`config.mk`:
```
export PLATFORM = sky130hd
export DESIGN_NAME = uart_rx_buffered
export DESIGN_NICKNAME = d
export VERILOG_FILES = /design/src/rtl/uart_pkg.sv /design/src/rtl/uart_rx_fifo.sv /design/src/rtl/uart_rx_buffered.sv
export SDC_FILE = /design/constraint.sdc
export NUM_CORES = 1
export LEC_CHECK = 0
export ABC_AREA = 0
export CORE_MARGIN = 8
export CORE_UTILIZATION = 55
export CTS_CLUSTER_SIZE = 20
export DETAILED_ROUTE_END_ITERATION = 8
export PLACE_DENSITY = 0.72
export SLEW_MARGIN = 20
export SYNTH_ARGS = -nofsm -noshare
export SYNTH_HDL_FRONTEND = slang
export SYNTH_SLANG_ARGS = --single-unit
```
`constraint.sdc`:
```
create_clock -name Clk -period 6.6 [get_ports Clk]
set_input_delay 1.32 -clock Clk [delete_from_list [all_inputs] [get_ports Clk]]
set_output_delay 1.32 -clock Clk [all_outputs]
set_load 0.05 [all_outputs]
```
`src/rtl/uart_pkg.sv`:
```
// Shared UART definitions used by the receive and transmit paths.
package uart_pkg;

  localparam int unsigned UART_DATA_BITS            = 8;
  localparam int unsigned UART_DEFAULT_CLKS_PER_BIT = 868;

  typedef enum logic [2:0] {
    IDLE      = 3'd0,
    START     = 3'd1,
    DATA      = 3'd2,
    STOP      = 3'd3,
    WAIT_HIGH = 3'd4
  } rx_state_t;

endpackage

```
`src/rtl/uart_rx_fifo.sv`:
```
// Synchronous first-word-fall-through FIFO with a sticky overflow flag.
module uart_rx_fifo #(
  parameter int unsigned FIFO_AW = 4,
  parameter int unsigned DW      = 8
) (
  input  logic          clk,
  input  logic          rst,
  input  logic          push,
  input  logic [DW-1:0] push_data,
  input  logic          pop,
  input  logic          clear_overflow,
  output logic [DW-1:0] head_data,
  output logic          valid,
  output logic          overflow
);

  localparam int unsigned DEPTH = 1 << FIFO_AW;
  localparam int unsigned CW    = FIFO_AW + 1;

  logic [DW-1:0]      mem [DEPTH];
  logic [FIFO_AW-1:0] head;
  logic [FIFO_AW-1:0] tail;
  logic [CW-1:0]      count;
  logic               full;
  logic               pop_ok;
  logic               push_ok;
  logic               drop;

  // A push into a full FIFO only succeeds when a pop frees a slot in the same cycle.
  assign full    = (count == CW'(DEPTH));
  assign valid   = (count != '0);
  assign pop_ok  = pop && valid;
  assign push_ok = push && (!full || pop_ok);
  assign drop    = push && full && !pop_ok;

  assign head_data = valid ? mem[head] : '0;

  // Pointer, occupancy and overflow bookkeeping.
  always_ff @(posedge clk) begin
    if (rst) begin
      head     <= '0;
      tail     <= '0;
      count    <= '0;
      overflow <= 1'b0;
    end else begin
      if (push_ok) tail <= tail + FIFO_AW'(1);
      if (pop_ok)  head <= head + FIFO_AW'(1);
      case ({push_ok, pop_ok})
        2'b10:   count <= count + CW'(1);
        2'b01:   count <= count - CW'(1);
        default: count <= count;
      endcase
      if (drop)                overflow <= 1'b1;
      else if (clear_overflow) overflow <= 1'b0;
    end
  end

  // Storage array; contents are don't-care until written.
  always_ff @(posedge clk) begin
    if (!rst && push_ok) mem[tail] <= push_data;
  end

endmodule

```
`src/rtl/uart_rx_buffered.sv`:
```
// 8N1 UART receiver feeding a FWFT byte FIFO, with sticky error flags.
module uart_rx_buffered
  import uart_pkg::*;
#(
  parameter int unsigned CLKS_PER_BIT = UART_DEFAULT_CLKS_PER_BIT,
  parameter int unsigned FIFO_AW      = 4
) (
  input  logic       Clk,
  input  logic       Rst,
  input  logic       RX,
  input  logic       read_data,
  input  logic       clear_errors,
  output logic [7:0] Data_RX,
  output logic       data_valid,
  output logic       frame_error,
  output logic       overflow,
  output logic       is_busy
);

  localparam int unsigned CW = $clog2(CLKS_PER_BIT);
  localparam int unsigned BW = $clog2(UART_DATA_BITS);
  localparam logic [CW-1:0] CNT_LAST = CW'(CLKS_PER_BIT - 1);
  localparam logic [CW-1:0] CNT_HALF = CW'(CLKS_PER_BIT / 2 - 1);
  localparam logic [BW-1:0] BIT_LAST = BW'(UART_DATA_BITS - 1);

  logic                      rx_m;
  logic                      rx_s;
  rx_state_t                 state;
  rx_state_t                 state_n;
  logic [CW-1:0]             cnt;
  logic [CW-1:0]             cnt_n;
  logic [BW-1:0]             bit_idx;
  logic [BW-1:0]             bit_n;
  logic [UART_DATA_BITS-1:0] shift_reg;
  logic [UART_DATA_BITS-1:0] shift_n;
  logic                      push;
  logic                      fe_set;

  // Two-flop synchronizer on the asynchronous line, idling high.
  always_ff @(posedge Clk) begin
    if (Rst) begin
      rx_m <= 1'b1;
      rx_s <= 1'b1;
    end else begin
      rx_m <= RX;
      rx_s <= rx_m;
    end
  end

  // Receiver state, counters, shift register and sticky framing flag.
  always_ff @(posedge Clk) begin
    if (Rst) begin
      state       <= IDLE;
      cnt         <= '0;
      bit_idx     <= '0;
      shift_reg   <= '0;
      frame_error <= 1'b0;
    end else begin
      state     <= state_n;
      cnt       <= cnt_n;
      bit_idx   <= bit_n;
      shift_reg <= shift_n;
      if (fe_set)            frame_error <= 1'b1;
      else if (clear_errors) frame_error <= 1'b0;
    end
  end

  // Next-state logic: mid-bit sampling driven by the cycle counter.
  always_comb begin
    state_n = state;
    cnt_n   = cnt;
    bit_n   = bit_idx;
    shift_n = shift_reg;
    push    = 1'b0;
    fe_set  = 1'b0;
    case (state)
      IDLE: begin
        if (!rx_s) begin
          cnt_n   = '0;
          state_n = START;
        end
      end
      START: begin
        if (cnt == CNT_HALF) begin
          cnt_n   = '0;
          bit_n   = '0;
          state_n = rx_s ? IDLE : DATA;
        end else begin
          cnt_n = cnt + CW'(1);
        end
      end
      DATA: begin
        if (cnt == CNT_LAST) begin
          cnt_n   = '0;
          shift_n = {rx_s, shift_reg[UART_DATA_BITS-1:1]};
          if (bit_idx == BIT_LAST) state_n = STOP;
          else                     bit_n   = bit_idx + BW'(1);
        end else begin
          cnt_n = cnt + CW'(1);
        end
      end
      STOP: begin
        if (cnt == CNT_LAST) begin
          cnt_n = '0;
          if (rx_s) begin
            push    = 1'b1;
            state_n = IDLE;
          end else begin
            fe_set  = 1'b1;
            state_n = WAIT_HIGH;
          end
        end else begin
          cnt_n = cnt + CW'(1);
        end
      end
      WAIT_HIGH: begin
        if (rx_s) state_n = IDLE;
      end
      default: state_n = IDLE;
    endcase
  end

  assign is_busy = (state != IDLE);

  uart_rx_fifo #(
    .FIFO_AW (FIFO_AW),
    .DW      (UART_DATA_BITS)
  ) u_fifo (
    .clk            (Clk),
    .rst            (Rst),
    .push           (push),
    .push_data      (shift_reg),
    .pop            (read_data),
    .clear_overflow (clear_errors),
    .head_data      (Data_RX),
    .valid          (data_valid),
    .overflow       (overflow)
  );

endmodule

```
## Word level (Yosys, flattened, before mapping)

Memory sizes are Yosys's and may differ from the RTL's. A register that Yosys moved wholly into a read port is not among the register bits.
Cells that the tools add are included.

- Flip-flop bits (word level): 41
- Bits in latches: 0
- Memory bits (writable): 128
- Bits in read-only memories: 0
- Bits of input ports: 5
- Word-level logic and storage cells: 89
- Memories kept: 1

Memory list:

| memory | words | width | rd ports | clocked after memory_dff | write ports | RTL line | text |
|---|---|---|---|---|---|---|---|
| u_fifo.mem | 16 | 8 | 1 | 1 | 1 | uart_rx_fifo.sv:20 | `logic [DW-1:0] mem [DEPTH];` |

- Add/sub/neg operators: 6
- $mul: 0
- Div/mod/pow operators: 0
- $lt $le $gt $ge: 0
- Equality and inequality tests: 17
- Shift operators: 0
- Muxes and demuxes: 32
- Bitwise operators: 0
- Reductions and logical operators: 22

Operators by type and width:

| operator | count |
|---|---|
| $mux 10 | 3 |
| $mux 3 | 10 |
| $pmux 10 s3 | 1 |
| $pmux 3 s5 | 1 |
| $ne 2x2->1 const B | 7 |
| $mux 1 | 11 |
| $add 10x1->10 const B | 1 |
| $eq 10x10->1 const B | 1 |
| $eq 10x9->1 const B | 1 |
| $pmux 5 s2 | 1 |
| $add 4x1->4 const B | 2 |
| $mux 4 | 2 |
| $mux 8 | 1 |
| $reduce_bool 2->1 | 4 |
| $eq 3x2->1 const B | 2 |
| $eq 3x3->1 const B | 2 |
| $pmux 3 s2 | 1 |
| $reduce_and 6->1 | 1 |
| $reduce_bool 3->1 | 2 |
| $add 5x1->5 const B | 1 |
| $eq 5x5->1 const B | 1 |
| $logic_and 1x1->1 | 5 |
| $reduce_bool 5->1 | 1 |
| $sub 5x1->5 const B | 1 |
| other kinds (11) | 14 |

## Longest topological paths before layout

- Depth after elaboration: 7
- Gate-level depth with buffers: 13
- Depth with buffers taken out: 13

## Cells and area by module

Synthesis repeated with hierarchy kept, for this count alone.

- Cells, all modules: 483
- Area, all modules: 7249.5 um^2

By module, submodules not included:

| module | times used | cells each | area an instance (um^2) |
|---|---|---|---|
| uart_rx_fifo | 1 | 321 | 5880.6 |
| uart_rx_buffered | 1 | 162 | 1368.8 |

## Least setup slack after synthesis

Ideal clock, no wire load.

- Kind: register -> output
- From: register (tool-made name)
- To: output Data_RX[0]
- Data arrival time: 2112 ps
- Required time: 5280 ps
- Setup slack: 3168 ps
- Cell stages (with the launch flop): 6
- Cells stage by stage: dfxtp_1 clkbuf_1 buf_2 mux4_2 mux4_2 and2_1

RTL lines:

| what | RTL line | text |
|---|---|---|
| end: declaration | uart_rx_buffered.sv:13 | `output logic [7:0] Data_RX,` |

==> flow_metrics.py <==
metrics = {
    "floorplanning": {
        "full_die_area_sq_mm": 0.0170,
        "core_area_sq_mm": 0.0130,
        "die-width_microns": 131,
        "dieHeight_microns": 131,
        "effective_utilization_at_floorplan_pct": 55.4,
        "ioPinCount": 17,
        "core.rowCount": 42,
    },
    "cells_and_area": {
        "area_growth_pct": 12.3,
        "mostFrequentLayoutCell": "edfxtp_1",
        "largest_reg_flops": 128,
        "post_route_non_filler_standard_cell_count": 671,
        "fin_nets": 500,
        "layout-drive-gt1-share_pct": 17.4,
        "num_antenna_cells": 0,
        "most-common-layout-cells": "128 x edfxtp_1, 44 x nor2_1, 44 x dfxtp_1",
        "postLayoutCoreUtil_pct": 62.2,
        "num-fill-cells": 983,
    },
    "clocking": {
        "maximum_clock_path_buffer_count": 2,
        "clock_sinks": 173,
        "cts-htree-levels": 4,
        "post_cts_buffers": 0,
        "hold_buffers_post_cts": 0,
        "numCtsBuffers": 17,
        "insertion_delay_ns": 0.44,
        "tritoncts": "done",
        "cts-resized-gates": 0,
        "worst_setup_hold_path_clk_slew_ns": 0.06,
        "clock-root-buffer": "clkbuf_16",
    },
    "synth": {
        "synth_cell_types": 51,
        "synth_top_area_share_pct": 53.3,
        "synth_area_leaders": "edfxtp_1 53%, dfxtp_1 12%, mux4_2 12%",
        "synth-async-reset-ratio_pct": 0,
        "avgSynthCellArea_sq_um": 15.4,
        "yosys_warnings": 0,
        "yosys_most_used_dff": "edfxtp_1",
        "postSynthNetCount": 488,
        "synth.cell_area_sq_mm": 0.00722,
        "synth_cells": 470,
        "synth-seq-area-share_pct": 65.7,
        "synth_largest_area_cell": "edfxtp_1",
        "synth_edf_count": 128,
        "synth.ff_latch_count": 173,
    },
    "drt": {
        "post_drt_via_cell_ratio": 5.73,
        "totalWireLength_mm": 13.1,
        "drtPass1Iterations": 5,
        "drt_drc_violations_left": 0,
        "antenna_left": 0,
        "drt-initial-drc-count": 385,
        "total_number_of_vias": 3847,
        "drt-wirelength-per-cell_microns": 19.6,
    },
    "pwr": {
        "power.density_cell_area_mw_per_mm2": 263,
        "vdd_ir_drop_max_mv": 0.124,
        "power.switching_mw": 0.409,
        "cell_internal_pwr_mw": 1.72,
        "power_frac_seq_pct": 54.3,
        "pwr-share-comb_pct": 1.2,
        "leakage_nw": 2.68,
        "share_clk_of_total_power_pct": 44.5,
        "switching_share_pct": 19.2,
    },
    "sta": {
        "whs_ns": 0.410,
        "period_needed_ns": 4.72,
        "worst_slew_margin_rel_pct": 28.2,
        "fmax_mhz": 212,
        "post-route-period-util_pct": 71.6,
        "final.setup_skew_ns": 0.0143,
        "grt_setup_unrepaired": "no",
        "setup_slack_ns": 1.88,
        "slew_violations": 0,
        "report.final.hold_viol_count": 0,
        "totalNegativeSetupSlack_ns": 0,
        "timing_worst_slew_pin_value_ns": 1.07,
        "setup_violations": 0,
    },
    "placed_design": {
        "dpl.cell_count": 639,
        "gp_routability_congestion": 0.808,
        "post-place-ws_ns": 2.27,
        "hpwlAfterDp_mm": 8.64,
        "placement.io_buffers": 16,
    },
    "grt": {
        "grt-ovfl-total": 0,
        "antenna_violations_before_repair": 0,
        "first_global_vias": 3880,
        "groute.usage.overall_pct": 17.0,
        "grt_first_pass_wirelength_mm": 21.0,
        "pin_count_of_the_biggest_net_entering_global_routing": 48,
    },
    "outcome": {
        "run_status": "finished clean",
    },
    "worst_setup_path": {
        "crit_chain": "buf_4 > mux4_2 > mux4_2 > and2_1 > clkdlybuf4s50_1",
        "cp_slowest_cell": "clkdlybuf4s50_1",
        "crit_required_ns": 5.28,
        "startpoint_type": "flop",
        "path_max_fanout": 21,
        "timing.critical_path.arrival_ns": 3.40,
        "max_stage_delay_ns": 0.70,
        "timing.setup.critical_path_class": "flop to output port",
        "crit_path_frequent_cell": "mux4_2",
        "worst_setup_slack_for_register_to_register_paths_ns": 3.64,
        "reg2regPathDepth": 13,
        "timing.critical_path.to": "Data_RX[6]",
        "regToRegEndpoint": "u_fifo.count[4]$_SDFFE_PP0P_",
        "nature_of_the_critical_path_endpoint": "output port",
        "worst_r2r_startpoint": "cnt[0]$_SDFFE_PP0P_",
    },
    "worst_hold_path": {
        "worst_hold_path_type": "flop to flop",
        "hold_path.startpoint": "rx_m$_SDFF_PP1_",
    },
    "job": {
        "max_cap_violations": 0,
    },
}
==> synth_stat cells (2+ instances only) <==
cell type    n
a21o_1       2
a21oi_1     15
a22oi_1      3
a31oi_1      4
and2_1       9
and3_1       2
and3b_1      3
and4_1       2
buf_2        4
clkbuf_1    20
dfxtp_1     45
edfxtp_1   128
ha_1        13
inv_1        9
mux2i_1     13
mux4_2      40
nand2_1     23
nand2b_1    10
nand3_1     12
nand3b_1     3
nand4_1      4
nor2_1      44
nor2b_1      3
nor3_1       7
o21ai_0     10
o22ai_1      2
or2_2        3
or3_1        3
or3b_2       2
xnor2_1      5
xor2_1       7
==> layer usage <==
layer	GRT usage, %	vias up	routed length (microns)
met4	7.02	0	245
li1	-	1816	-
met3	4.91	22	610
met1	20.1	1924	5550
met2	28.6	85	6730
met5	0	-	0
==> metrics by stage <==
step / power (mW) / instance area [sq um]
CTS: 2.14 / 8110
floorplan: 1.20 / 7220
global route: 2.19 / 8110
finish: 2.13 / 8110
detailed placement: 1.20 / 7530
global placement: 1.20 / 7530
==> cell type report <==
cell class                      instances  area, sq um  area share, %
Inverter                                9         33.8          0.417
Tap cell                              176          220           2.72
Timing Repair Buffer                   19          183           2.25
Clock inverter                         10         88.8           1.10
Multi-Input combinational cell        262         2350           29.0
Sequential cell                       173         4750           58.5
Clock buffer                           22          484           5.97
==> worst min-delay path by stage <==
stage | endpoint | slack (ns) | depth (start not counted)
after floorplan | rx_s$_SDFF_PP1_ | 0.39 | 1
after global placement | rx_s$_SDFF_PP1_ | 0.40 | 1
after detailed placement | rx_s$_SDFF_PP1_ | 0.40 | 1
after CTS | rx_s$_SDFF_PP1_ | 0.41 | 1
after global routing | rx_s$_SDFF_PP1_ | 0.42 | 1
final | rx_s$_SDFF_PP1_ | 0.41 | 1
==> power by group through the flow <==
stage	logic [mW]	clock network, mW	registers [mW]
6_report	0.0253	0.949	1.16
5_1_grt	0.0281	1.01	1.16
4_1_cts	0.0255	0.962	1.16
3_5_place_dp	0.0254	0	1.18
3_3_place_gp	0.0251	0	1.18
2_1_floorplan	0.0200	0	1.18
==> kinds of logic (layout without fill, tap and decap cells) <==
group           Yosys count  count (layout)  share of synthesized area, %
fa+ha+maj                13              13                          2.25
xor+xnor                 12              12                          1.46
flops                   173             173                          65.7
compound gates           46              46                          4.20
simple gates            138             138                          10.1
mux                      53              53                          14.3
buf+inv                  35              60                          1.94
==> critical path, delay by kind of cell, from the launching register on <==
family / cells / cell delay [ns]
buffers and inverters: 2 / 1.16
muxes: 2 / 1.05
DFF: 1 / 0.59
and+or+nand+nor: 1 / 0.17
(Power assumes the default switching activity.)
